## src/rtl/booth_mult_sequencer_if.sv

```systemverilog
// Bundle between the HI/LO multiply control, the Booth partial-product datapath and the sequencer.
// master = control + datapath side, slave = sequencer.
interface booth_mult_sequencer_if #(
  parameter int WIDTH = 32
);
  logic                 start;
  logic                 signed_op;
  logic [WIDTH-1:0]     multiplicand;
  logic [WIDTH-1:0]     multiplier;
  logic [2*WIDTH-1:0]   shift_a;
  logic [1:0]           sel_booth_b;
  logic                 sign;
  logic [2*WIDTH-1:0]   partial_in;
  logic                 busy;
  logic                 done;
  logic [2*WIDTH-1:0]   product;

  modport master (
    output start, signed_op, multiplicand, multiplier, partial_in,
    input  shift_a, sel_booth_b, sign, busy, done, product
  );

  modport slave (
    input  start, signed_op, multiplicand, multiplier, partial_in,
    output shift_a, sel_booth_b, sign, busy, done, product
  );
endinterface

```

## src/rtl/booth_mult_sequencer.sv

```systemverilog
// Radix-4 Booth multiply sequencer: scans one multiplier digit per cycle, drives the shared
// shifter/negator and accumulates its result; Start accepted in IDLE only, Done 18 cycles later.
module booth_mult_sequencer #(
  parameter int WIDTH = 32
) (
  input  logic                  i_clk,
  input  logic                  i_reset,
  booth_mult_sequencer_if.slave bus
);

  localparam int NDIG = WIDTH / 2;
  localparam int KW   = $clog2(NDIG + 1);
  localparam int PW   = 2 * WIDTH;
  localparam int QW   = WIDTH + 3;

  typedef enum logic [1:0] {
    ST_IDLE = 2'd0,
    ST_RUN  = 2'd1,
    ST_DONE = 2'd2
  } state_t;

  // Returns {sign, sel[1:0]} for a Booth window {q[2k+1], q[2k], q[2k-1]}
  function automatic logic [2:0] booth_enc(input logic [2:0] win);
    logic [2:0] code;
    case (win)
      3'b001, 3'b010: code = 3'b001;
      3'b011:         code = 3'b010;
      3'b100:         code = 3'b110;
      3'b101, 3'b110: code = 3'b101;
      default:        code = 3'b000;
    endcase
    return code;
  endfunction

  state_t          r_state;
  logic [KW-1:0]   r_k;
  logic [QW-1:0]   r_q;
  logic [PW-1:0]   r_shift_a;
  logic [1:0]      r_sel;
  logic            r_sign;
  logic            r_busy;
  logic            r_done;
  logic [PW-1:0]   r_product;

  logic            w_ext_q;
  logic            w_ext_a;
  logic [QW-1:0]   w_q_ext;
  logic [PW-1:0]   w_ea;
  logic [2:0]      w_enc_start;
  logic [2:0]      w_enc_next;
  logic            w_last;

  // Q carries two extension bits above the operand and the implicit Q[-1]=0 at bit 0
  assign w_ext_q     = bus.signed_op & bus.multiplier[WIDTH-1];
  assign w_ext_a     = bus.signed_op & bus.multiplicand[WIDTH-1];
  assign w_q_ext     = {{2{w_ext_q}}, bus.multiplier, 1'b0};
  assign w_ea        = {{WIDTH{w_ext_a}}, bus.multiplicand};
  assign w_enc_start = booth_enc(w_q_ext[2:0]);
  assign w_enc_next  = booth_enc(r_q[4:2]);
  assign w_last      = (r_k == KW'(NDIG));

  always_ff @(posedge i_clk) begin
    if (i_reset) begin
      r_state   <= ST_IDLE;
      r_k       <= '0;
      r_q       <= '0;
      r_shift_a <= '0;
      r_sel     <= '0;
      r_sign    <= 1'b0;
      r_busy    <= 1'b0;
      r_done    <= 1'b0;
      r_product <= '0;
    end else begin
      case (r_state)
        ST_IDLE: begin
          r_done <= 1'b0;
          if (bus.start) begin
            r_state   <= ST_RUN;
            r_k       <= '0;
            r_q       <= w_q_ext;
            r_shift_a <= w_ea;
            r_sign    <= w_enc_start[2];
            r_sel     <= w_enc_start[1:0];
            r_busy    <= 1'b1;
            r_product <= '0;
          end
        end
        ST_RUN: begin
          r_product <= r_product + bus.partial_in;
          if (w_last) begin
            r_state   <= ST_DONE;
            r_busy    <= 1'b0;
            r_done    <= 1'b1;
            r_shift_a <= '0;
            r_sel     <= '0;
            r_sign    <= 1'b0;
          end else begin
            // Outputs are registered, so the next digit is prepared from the current window + 2
            r_k       <= r_k + KW'(1);
            r_q       <= r_q >> 2;
            r_shift_a <= r_shift_a << 2;
            r_sign    <= w_enc_next[2];
            r_sel     <= w_enc_next[1:0];
          end
        end
        ST_DONE: begin
          r_done  <= 1'b0;
          r_state <= ST_IDLE;
        end
        default: begin
          r_state <= ST_IDLE;
          r_busy  <= 1'b0;
          r_done  <= 1'b0;
        end
      endcase
    end
  end

  assign bus.shift_a     = r_shift_a;
  assign bus.sel_booth_b = r_sel;
  assign bus.sign        = r_sign;
  assign bus.busy        = r_busy;
  assign bus.done        = r_done;
  assign bus.product     = r_product;

endmodule

```

## src/flat_wrapper.sv

```systemverilog
// flat-port wrapper written by rule: the top's interface ports become plain ports
module booth_mult_sequencer_flat 
#(
  parameter int WIDTH = 32
)
  (i_clk, i_reset, bus_start, bus_signed_op, bus_multiplicand, bus_multiplier, bus_partial_in, bus_shift_a, bus_sel_booth_b, bus_sign, bus_busy, bus_done, bus_product);
  booth_mult_sequencer_if #(.WIDTH(WIDTH)) bus_i ();
  input  logic i_clk;
  input  logic i_reset;
  input wire logic [$bits(bus_i.start)-1:0] bus_start;
  input wire logic [$bits(bus_i.signed_op)-1:0] bus_signed_op;
  input wire logic [$bits(bus_i.multiplicand)-1:0] bus_multiplicand;
  input wire logic [$bits(bus_i.multiplier)-1:0] bus_multiplier;
  input wire logic [$bits(bus_i.partial_in)-1:0] bus_partial_in;
  output wire logic [$bits(bus_i.shift_a)-1:0] bus_shift_a;
  output wire logic [$bits(bus_i.sel_booth_b)-1:0] bus_sel_booth_b;
  output wire logic [$bits(bus_i.sign)-1:0] bus_sign;
  output wire logic [$bits(bus_i.busy)-1:0] bus_busy;
  output wire logic [$bits(bus_i.done)-1:0] bus_done;
  output wire logic [$bits(bus_i.product)-1:0] bus_product;
  assign bus_i.start = bus_start;
  assign bus_i.signed_op = bus_signed_op;
  assign bus_i.multiplicand = bus_multiplicand;
  assign bus_i.multiplier = bus_multiplier;
  assign bus_i.partial_in = bus_partial_in;
  assign bus_shift_a = bus_i.shift_a;
  assign bus_sel_booth_b = bus_i.sel_booth_b;
  assign bus_sign = bus_i.sign;
  assign bus_busy = bus_i.busy;
  assign bus_done = bus_i.done;
  assign bus_product = bus_i.product;
  booth_mult_sequencer #(.WIDTH(WIDTH)) u_core (.i_clk(i_clk), .i_reset(i_reset), .bus(bus_i));
endmodule
```

## config.mk

```make
export PLATFORM = sky130hd
export DESIGN_NAME = booth_mult_sequencer_flat
export DESIGN_NICKNAME = d
export VERILOG_FILES = /design/src/rtl/booth_mult_sequencer_if.sv /design/src/rtl/booth_mult_sequencer.sv /design/src/flat_wrapper.sv
export SDC_FILE = /design/constraint.sdc
export NUM_CORES = 1
export LEC_CHECK = 0
export ABC_AREA = 1
export CAP_MARGIN = 20
export CORE_ASPECT_RATIO = 0.9
export CORE_UTILIZATION = 35
export CTS_BUF_LIST = sky130_fd_sc_hd__clkbuf_8
export CTS_CLUSTER_DIAMETER = 200
export DETAILED_ROUTE_END_ITERATION = 6
export DONT_BUFFER_PORTS = 1
export PLACE_DENSITY = 0.58
export SETUP_SLACK_MARGIN = 0.3
export SYNTH_ARGS = -nofsm -noshare
export SYNTH_HDL_FRONTEND = slang
export SYNTH_SLANG_ARGS = --single-unit
```

## constraint.sdc

```tcl
create_clock -name i_clk -period 2.4 [get_ports i_clk]
set_clock_uncertainty 0.1 [all_clocks]
set_input_delay 0.48 -clock i_clk [delete_from_list [all_inputs] [get_ports i_clk]]
set_output_delay 0.48 -clock i_clk [all_outputs]
set_load 0.02 [all_outputs]
```

# Word level (Yosys, flattened, before mapping)
# Cells that the tools add are included.
op_classes:
  reduce_logical: 9
  muxes: 25
  addsub: 2
  eq_ne: 15
  bitwise: 4
ops:
  columns: ["op", "count"]
  rows:
  - ["64-bit case mux with 2 select lines", 2]
  - ["64-bit 2-to-1 mux", 3]
  - ["35-bit 2-to-1 mux", 2]
  - ["35-bit case mux with 2 select lines", 1]
  - ["64-bit adder", 1]
  - ["3-bit case mux with 4 select lines", 1]
  - ["5-bit 2-to-1 mux", 2]
  - ["5-bit case mux with 2 select lines", 1]
  - ["3-bit equality test (second input constant)", 3]
  - ["3-bit case mux with 3 select lines", 1]
  - ["2-bit 2-to-1 mux", 4]
  - ["2-bit case mux with 2 select lines", 2]
  - ["2-bit equality test (second input constant)", 3]
  - ["3-bit by 2-bit equality test with 1-bit output (second input constant)", 2]
  - ["3-bit AND reduction", 2]
  - ["2-bit OR reduction", 3]
  - ["5-bit by 1-bit adder with 5-bit output (second input constant)", 1]
  - ["5-bit equality test (second input constant)", 1]
  - ["2-bit by 1-bit equality test with 1-bit output (second input constant)", 2]
  - ["1-bit 2-to-1 mux", 4]
  - ["2-bit != test (second input constant)", 2]
  - ["2-bit AND reduction", 2]
  - ["3-bit by 1-bit equality test with 1-bit output (second input constant)", 1]
  - ["1-bit case mux with 3 select lines", 1]
  - ["other kinds (6)", 8]
word_totals:
  regBits: 175
  wordCells: 64
  output_inout_bits: 133
  in_bits: 132

# Logic depth before layout (Yosys ltp)
# Gate-level depths: netlist (run 1).
logic_depth:
  word_depth: 5
  mapped_depth: 15
  mapped_depth_nobuf: 15

# Worst setup path before layout (run 1)
# Ideal clock, no wire load.
synth_timing:
  kind: "reg2reg"
  from: "register u_core.r_product[0], in the netlist u_core.bus.product[0]"
  to: "register u_core.r_product[42], in the netlist u_core.bus.product[42]"
  setup_time_ns: 0.132
  slack_ns: 0.214
  path_buffers: 0
  arrival_ns: 1.954
  stages_incl_launch_ff: 16
  synth_period_minus_slack_ns: 2.186
  required_time_ns: 2.168
  cell_sequence: "dfxtp_1 -> ha_1 -> inv_1 -> fa_1 -> nor2_1 -> nand2_1 -> nand3b_2 -> nand2_1 -> nand2_1 -> nand2_1 -> nand2_1 -> nand2_1 -> nand2_1 -> nand2_1 -> nand3_1 -> a21oi_1"
synth_between:
  elab_chain_cells: 2
synth_rtl:
  columns: ["element", "line", "source"]
  rows:
  - ["start, declared", "booth_mult_sequencer.sv:43", "logic [PW-1:0] r_product;"]
  - ["start signal, assigned", "booth_mult_sequencer.sv:89", "r_product <= r_product + bus.partial_in;"]
  - ["64-bit adder", "booth_mult_sequencer.sv:89", null]
  - ["64-bit case mux with 2 select lines", "booth_mult_sequencer.sv:74", "case (r_state)"]
# Every way passes these cells.
# A chain may end at the register's enable or synchronous reset.

# Final worst setup path (run 1)
layout_timing:
  from: "register u_core.r_product[0], in the netlist u_core.bus.product[0]"
  to: "register u_core.r_product[46], in the netlist u_core.bus.product[46]"
# Same word-level chain as after synthesis.

==> impl_results.md, run 1 <==
- Most common cell after layout, fill and taps aside: nand2_1
- Worst-margin pin slew: 0.593 ns
- DIE AREA: ~36000 um^2
- Post-synth cell types: 39
- WL per Instance: 17.1 um
- Num CTS Buffers: 17
- Largest net degree at the start of global routing: 74
- Clock Latency Late Sink: ~0.52 ns
- Worst Path Required: 2.71 ns
- Remaining global-route overflow: 0
- Io pins: between 200 and 300
- Warnings from Yosys: 0
- Layout cells sized above 1: 0.298
- Area Growth Syn to Fin: 36.7%
- Antenna violations before repair: 2
- Crit Path Class: register to register
- Row count: 64
- Slew HR: 0.604
- HP Class: input pin to register
- Root Buffer: clkbuf_8
- GRT Overall Usage: 0.255
- Mapped Avg Cell Area: slightly below 6 um^2
- Initial DRT Pass Iterations: 5
- Critical path's largest stage delay: ~0.37 ns
- Post-DP HPWL: roughly 35000 um
- Post-Synthesis Cells: 2125
- Remaining DRCs: 0
- CP Launch Type: register
- Htree depth: 4
- Cell Chain, Critical Path: ha_4, inv_2, fa_2, nor2_4, nand2_2, nand3b_4, nand2_2, nand2_2, nand2_2, nand2_4, nand2_2, nand2_1, nand2_1, nand3_2, a21oi_2
- Max_cap viols: 0
- Met3 GRT Util: 0.0591
- Fillers: 3471
- GPL Wtd Cong: between 0.9 and 1
- Power Density: around 530 nW/um^2
- CTS tree: yes
- Die Ht: between 150 and 200 um
- Total power draw: slightly below 9 mW
- Met2 usage: 0.415
- Iteration-0 DRC Markers: slightly above 700
- Fin crit share: 0.905
- CP Max Fanout: 4
- Peak VDD IR: 0.000495 V
- Starting Density: 0.360
- Die width: approximately 200 um
- Crit-path leading delay family: simple AND/OR/NAND/NOR gates
- Outcome: finished with violations
- Worst path bufs/invs: 1
- Critical Path Sink Type: register
- Placed Area: roughly 14000 um^2
- Via count: ~14000
- Post-synthesis cell area: roughly 12000 um^2
- Clock transition at the registers of the reported paths: about 0.12 ns
- Multi-input logic area: just over 9000 um^2
- FMAX: approximately 0.46 GHz
- Core ar.: 34400 um^2
- Post-DR vias/cell: roughly 5.0
- Yosys reg bits: around 170
- Antenna-violating nets left: 0
- Post-synth ARST share: 0
- Sequential area share after synthesis: 0.279
- First-pass GRT wire length: ~70000 um
- Clock Path Buffers: 2
- Most common cell on crit path: nand2_2
- Final Max Tran Viols: 0
- Worst Path Arrival: around 2.5 ns
- EDFF count, synth: 0
- Leak: between 8 and 9 nW
- Post-route cell area: about 17000 um^2
- Final nets: around 2500
- GRT met1 Usage: 0.332
- Violated checks: hold timing
- Top FF cell, synth: dfxtp_1
- RSZ-0062 raised after global routing: true
- Sink Count: 172
- Synthesized Nets: ~2300
- Vias in the first global route: approximately 13000
- Most frequent cells in the layout: nand2_1, inv_1, buf_4, a21oi_1, dfxtp_1
- Tmin final: 2.17 ns
- GR peak layer: met2
- Endpoints failing hold: 13
- Register Area: 3500 um^2
- Final WL: about 47000 um
- PortBufs: 0
- Critical Path Slowest Stage Cell: dfxtp_2
- WHS: -0.0262 ns
- Setup Viol. Count Final: 0
repair_timing:
item / CTS / global route
pin swaps: 68 / 97
hold endpoints to repair: 78 / 69
gates cloned: 0 / 1
gates resized for setup: 205 / 308
endpoints found under the setup margin: 94 / 139
hold buffers: 11 / 1
buffers inserted: 20 / 21
metal layers:
| metal | up-vias | part of all wire |
|---|---|---|
| met2 | 441 | 0.47 |
| met4 | 2 | 0.020 |
| met5 | - | 0.00036 |
| li1 | 6980 | - |
| met3 | 48 | 0.073 |
| met1 | 6456 | 0.44 |
stage by stage:
stage                     utilization  worst slack, ns  setup TNS, ns  cells
final                           0.492            0.229              0   2771
after CTS                       0.455            0.210              0   2747
after global routing            0.492            0.149              0   2771
after floorplan                     -            0.305              0   2125
after detailed placement        0.405           -0.128          -1.06   2684
after global placement          0.405          -0.0982         -0.637   2684
path summary, 6_finish.rpt:
path | start | to | slack (ns) | cells after the start
setup reg to reg | u_core.bus.product[0] | u_core.bus.product[46] | 0.23 | 15
hold reg to reg | u_core.r_q[5] | u_core.r_q[3] | 0.37 | 2
hold / removal | i_reset | u_core.bus.product[47] | -0.03 | 1
setup / recovery | u_core.bus.product[0] | u_core.bus.product[46] | 0.23 | 15
flip-flops by register name, indices dropped and copies added, names as in the netlist:
| register | cells |
|---|---|
| u_core.bus.product | 64 |
| u_core.bus.shift_a | 64 |
| u_core.r_q | 32 |
| u_core.r_k | 5 |
| u_core.bus.sel_booth_b | 2 |
| u_core.r_state | 2 |
| u_core.bus.busy | 1 |
| u_core.bus.done | 1 |
| u_core.bus.sign | 1 |
layout make-up:
class	count	area share
clock inverter	14	0.0107
tap	462	0.0342
multi-input combinational	1527	0.543
inverter	357	0.0796
clock buffer	18	0.0147
timing repair buffer	220	0.111
sequential	172	0.207
antenna	1	0.000148
worst reg2reg max path, delay by kind of cell, from the launching register on:
family	cells	cell delay, ns
adder cells (fa/ha/maj)	2	0.50
buffers and inverters	1	0.04
AO/OA/AOI/OAI	1	0.06
AND/OR/NAND/NOR	11	1.00
flip-flops	1	0.37
cell families (layout without fill, tap and decap cells):
logic type | after synthesis | in the layout | share of synthesized area
xor gates and xnor gates | 2 | 2 | 0.00142
adders and majority gates | 66 | 66 | 0.0674
AOI/OAI and AO/OA | 391 | 391 | 0.163
other | 0 | 1 | 0
DFF | 172 | 172 | 0.279
buffers and inverters | 426 | 609 | 0.135
and+or+nand+nor | 1068 | 1068 | 0.355
power by group:
| part | leakage [nW] | total, mW | internal, mW | switching, mW |
|---|---|---|---|---|
| Clock | 0.213 | 2.37 | 0.999 | 1.37 |
| Sequential | 1.43 | 3.49 | 3.12 | 0.371 |
| Combinational | 6.48 | 3.07 | 1.24 | 1.83 |
| Total | 8.13 | 8.93 | 5.36 | 3.57 |
cells in the mapped netlist, types with 12 or more instances:
library cell / instances / area share
a21oi_1: 198 / 0.080
a31oi_1: 33 / 0.017
buf_2: 27 / 0.011
clkbuf_1: 32 / 0.0097
dfxtp_1: 172 / 0.28
ha_1: 65 / 0.066
inv_1: 348 / 0.11
nand2_1: 811 / 0.25
nand2_2: 12 / 0.0061
nand3_1: 82 / 0.033
nor2_1: 98 / 0.030
nor3_1: 13 / 0.0053
o21ai_0: 137 / 0.055
o21ai_1: 17 / 0.0069
Power figures use the tool's default switching activity.
==> run 2: changes to the inputs <==
--- a/config.mk
+++ b/config.mk
@@ -8,12 +8,12 @@
 export ABC_AREA = 1
 export CAP_MARGIN = 20
 export CORE_ASPECT_RATIO = 0.9
-export CORE_UTILIZATION = 35
+export CORE_UTILIZATION = 38
 export CTS_BUF_LIST = sky130_fd_sc_hd__clkbuf_8
 export CTS_CLUSTER_DIAMETER = 200
 export DETAILED_ROUTE_END_ITERATION = 6
 export DONT_BUFFER_PORTS = 1
-export PLACE_DENSITY = 0.58
+export PLACE_DENSITY = 0.61
 export SETUP_SLACK_MARGIN = 0.3
 export SYNTH_ARGS = -nofsm -noshare
 export SYNTH_HDL_FRONTEND = slang
==> impl_results.md, run 2 (synthesis results as in run 1) <==
- RSZ-0062 raised after global routing: true
- Crit path depth: 13 (-2)
- Vias in the first global route: 12900 (-2.6%)
- Most common cell on crit path: nand2_1
- Antenna cells: 0 (-1)
- Remaining global-route overflow: 0 (unchanged)
- Worst Path Required: 2.70 ns (about the same)
- Worst-margin pin slew: 0.470 ns (-0.124 ns)
- Max_cap viols: 0 (unchanged)
- Critical Path Sink: u_core.bus.product[25]
- Outcome: finished with violations
- FF-to-FF path depth: 13 (-2)
- HP Class: input pin to register
- Crit Path Class: register to register
- Root Buffer: clkbuf_8
- PortBufs: 0 (unchanged)
- Power Density: 530 nW/um^2 (+0.36%)
- Peak VDD IR: 0.000839 V (+69%)
- Die width: 192 um (-4.0%)
- Fin worst setup slack: 0.256 ns (+0.0277 ns)
- R2R Path Start: u_core.bus.product[12]
- CTS tree: yes
- Most common cell after layout, fill and taps aside: nand2_1
- Row count: 62 (-3.1%)
- Post-DR vias/cell: 5.08 (+1.1%)
- Antenna-violating nets left: 0 (unchanged)
- Via count: 13600 (-2.3%)
- Worst reg2reg endpoint: u_core.bus.product[25]
- Worst Path Arrival: 2.45 ns (-0.03 ns)
- Dpl ws: -0.133 ns (-0.00448 ns)
- Tmin final: 2.14 ns (-0.0277 ns)
- Die Ht: 173 um (-4.0%)
- WHS: -0.0355 ns (-0.00927 ns)
- FF-to-FF setup slack: 0.26 ns (+0.03 ns)
- Initial DRT Pass Iterations: 5 (unchanged)
- Setup crit start: u_core.bus.product[12]
- Crit-path leading delay family: simple AND/OR/NAND/NOR gates
- Critical path's largest stage delay: 0.36 ns (about the same)
- WL per Instance: 17.3 um (+1.0%)
- Clock Path Buffers: 2 (unchanged)
- Final Max Tran Viols: 0 (unchanged)
- Fin Setup TNS: 0 ns (unchanged)
- Endpoints failing hold: 9 (-4)
- Leak: 7.92 nW (-2.5%)
- DIE AREA: 33200 um^2 (-7.8%)
- Core ar.: 32000 um^2 (-7.0%)
- Sink Count: 172 (unchanged)
- GPL Wtd Cong: 0.962 (-1.6%)
- Remaining DRCs: 0 (unchanged)
- Violated checks: hold timing
- Worst path bufs/invs: 2 (+1)
- Clock transition at the registers of the reported paths: 0.12 ns (about the same)
- Critical Path Sink Type: register
- Num CTS Buffers: 17 (unchanged)
- CTS Hold Bufs: 3 (-8)
- Fin crit share: 0.893 (-0.0115)
- Critical Path Slowest Stage Cell: dfxtp_2
- CP Max Fanout: 4 (unchanged)
- Area Growth Syn to Fin: 32.2%
- Layout cells sized above 1: 0.275 (-0.0224)
- Final WL: 46400 um (-2.3%)
- Antenna violations before repair: 0 (-2)
- Starting Density: 0.387 (+0.0269)
- Post-DP HPWL: 34100 um (-3.0%)
- Setup Viol. Count Final: 0 (unchanged)
- GRT Overall Usage: 0.270 (+0.0144)
- Largest net degree at the start of global routing: 74 (unchanged)
- CP Launch Type: register
- Htree depth: 4 (unchanged)
- Iteration-0 DRC Markers: 756 (+7.1%)
- Hold Crit Start: i_reset
- First-pass GRT wire length: 69700 um (-1.9%)
- FMAX: 0.467 GHz (+1.3%)
- Clock Latency Late Sink: 0.52 ns (about the same)
- Slew HR: 0.686 (+0.0820)
- Fillers: 3242 (-6.6%)
- Cell Chain, Critical Path: ha_4, nand2_2, inv_1, nand2_2, nand2_1, nand2_1, nand2_1, a21oi_2, nand2_4, buf_6, or2_2, nand3_1, a21oi_2
- Most frequent cells in the layout: nand2_1, inv_1, a21oi_1, buf_4, dfxtp_1
- Final nets: 2448 (-1.8%)
- Io pins: 265 (unchanged)
==> run 2: layout make-up <==
class / instances / area, um^2 / share of cell area
sequential: 172 / 3500 / 0.214
clock buffer: 19 / 262 / 0.0160
timing repair buffer: 175 / 1460 / 0.0895
inverter: 357 / 1340 / 0.0822
tap: 416 / 520 / 0.0319
clock inverter: 13 / 134 / 0.00820
multi-input combinational: 1527 / 9110 / 0.558
==> run 2: stage by stage <==
stage / instance area (um^2) / hold WS (ns) / power [mW] / utilization / cells
after floorplan: 12400 / 0.355 / 5.04 / - / 2125
after global placement: 13800 / 0.366 / 5.86 / 0.430 / 2619
after detailed placement: 13800 / 0.368 / 5.88 / 0.430 / 2619
after CTS: 15300 / -0.0941 / 8.37 / 0.478 / 2668
after global routing: 16300 / -0.0821 / 9.09 / 0.511 / 2679
final: 16300 / -0.0355 / 8.66 / 0.511 / 2679
==> run 2: worst min-delay path by stage <==
stage | endpoint | slack [ns] | depth (start not counted)
floorplan | u_core.r_q[26] | 0.36 | 2
global placement | u_core.r_q[5] | 0.37 | 2
detailed placement | u_core.r_q[27] | 0.37 | 2
CTS | u_core.r_q[31] | -0.09 | 1
global route | u_core.r_q[31] | -0.08 | 1
finish | u_core.r_q[31] | -0.04 | 1
==> run 2: where the power goes <==
part	internal (mW)	switching, mW
registers	3.12	0.369
logic	1.15	1.78
clock network	0.904	1.34
==> run 2: metal layers <==
| metal | track usage | vias up | part of all wire |
|---|---|---|---|
| li1 | - | 6880 | - |
| met5 | 0 | - | 0 |
| met3 | 0.0601 | 49 | 0.066 |
| met2 | 0.460 | 409 | 0.48 |
| met1 | 0.342 | 6270 | 0.44 |
| met4 | 0.0623 | 0 | 0.019 |
==> run 2: repair_timing <==
action / 4_1_cts / 5_1_grt
resized for setup: 199 / 279
endpoints found under the setup margin: 46 / 86
pin swaps: 55 / 100
setup buffers: 14 / 11
endpoints found under the hold margin: 72 / 69
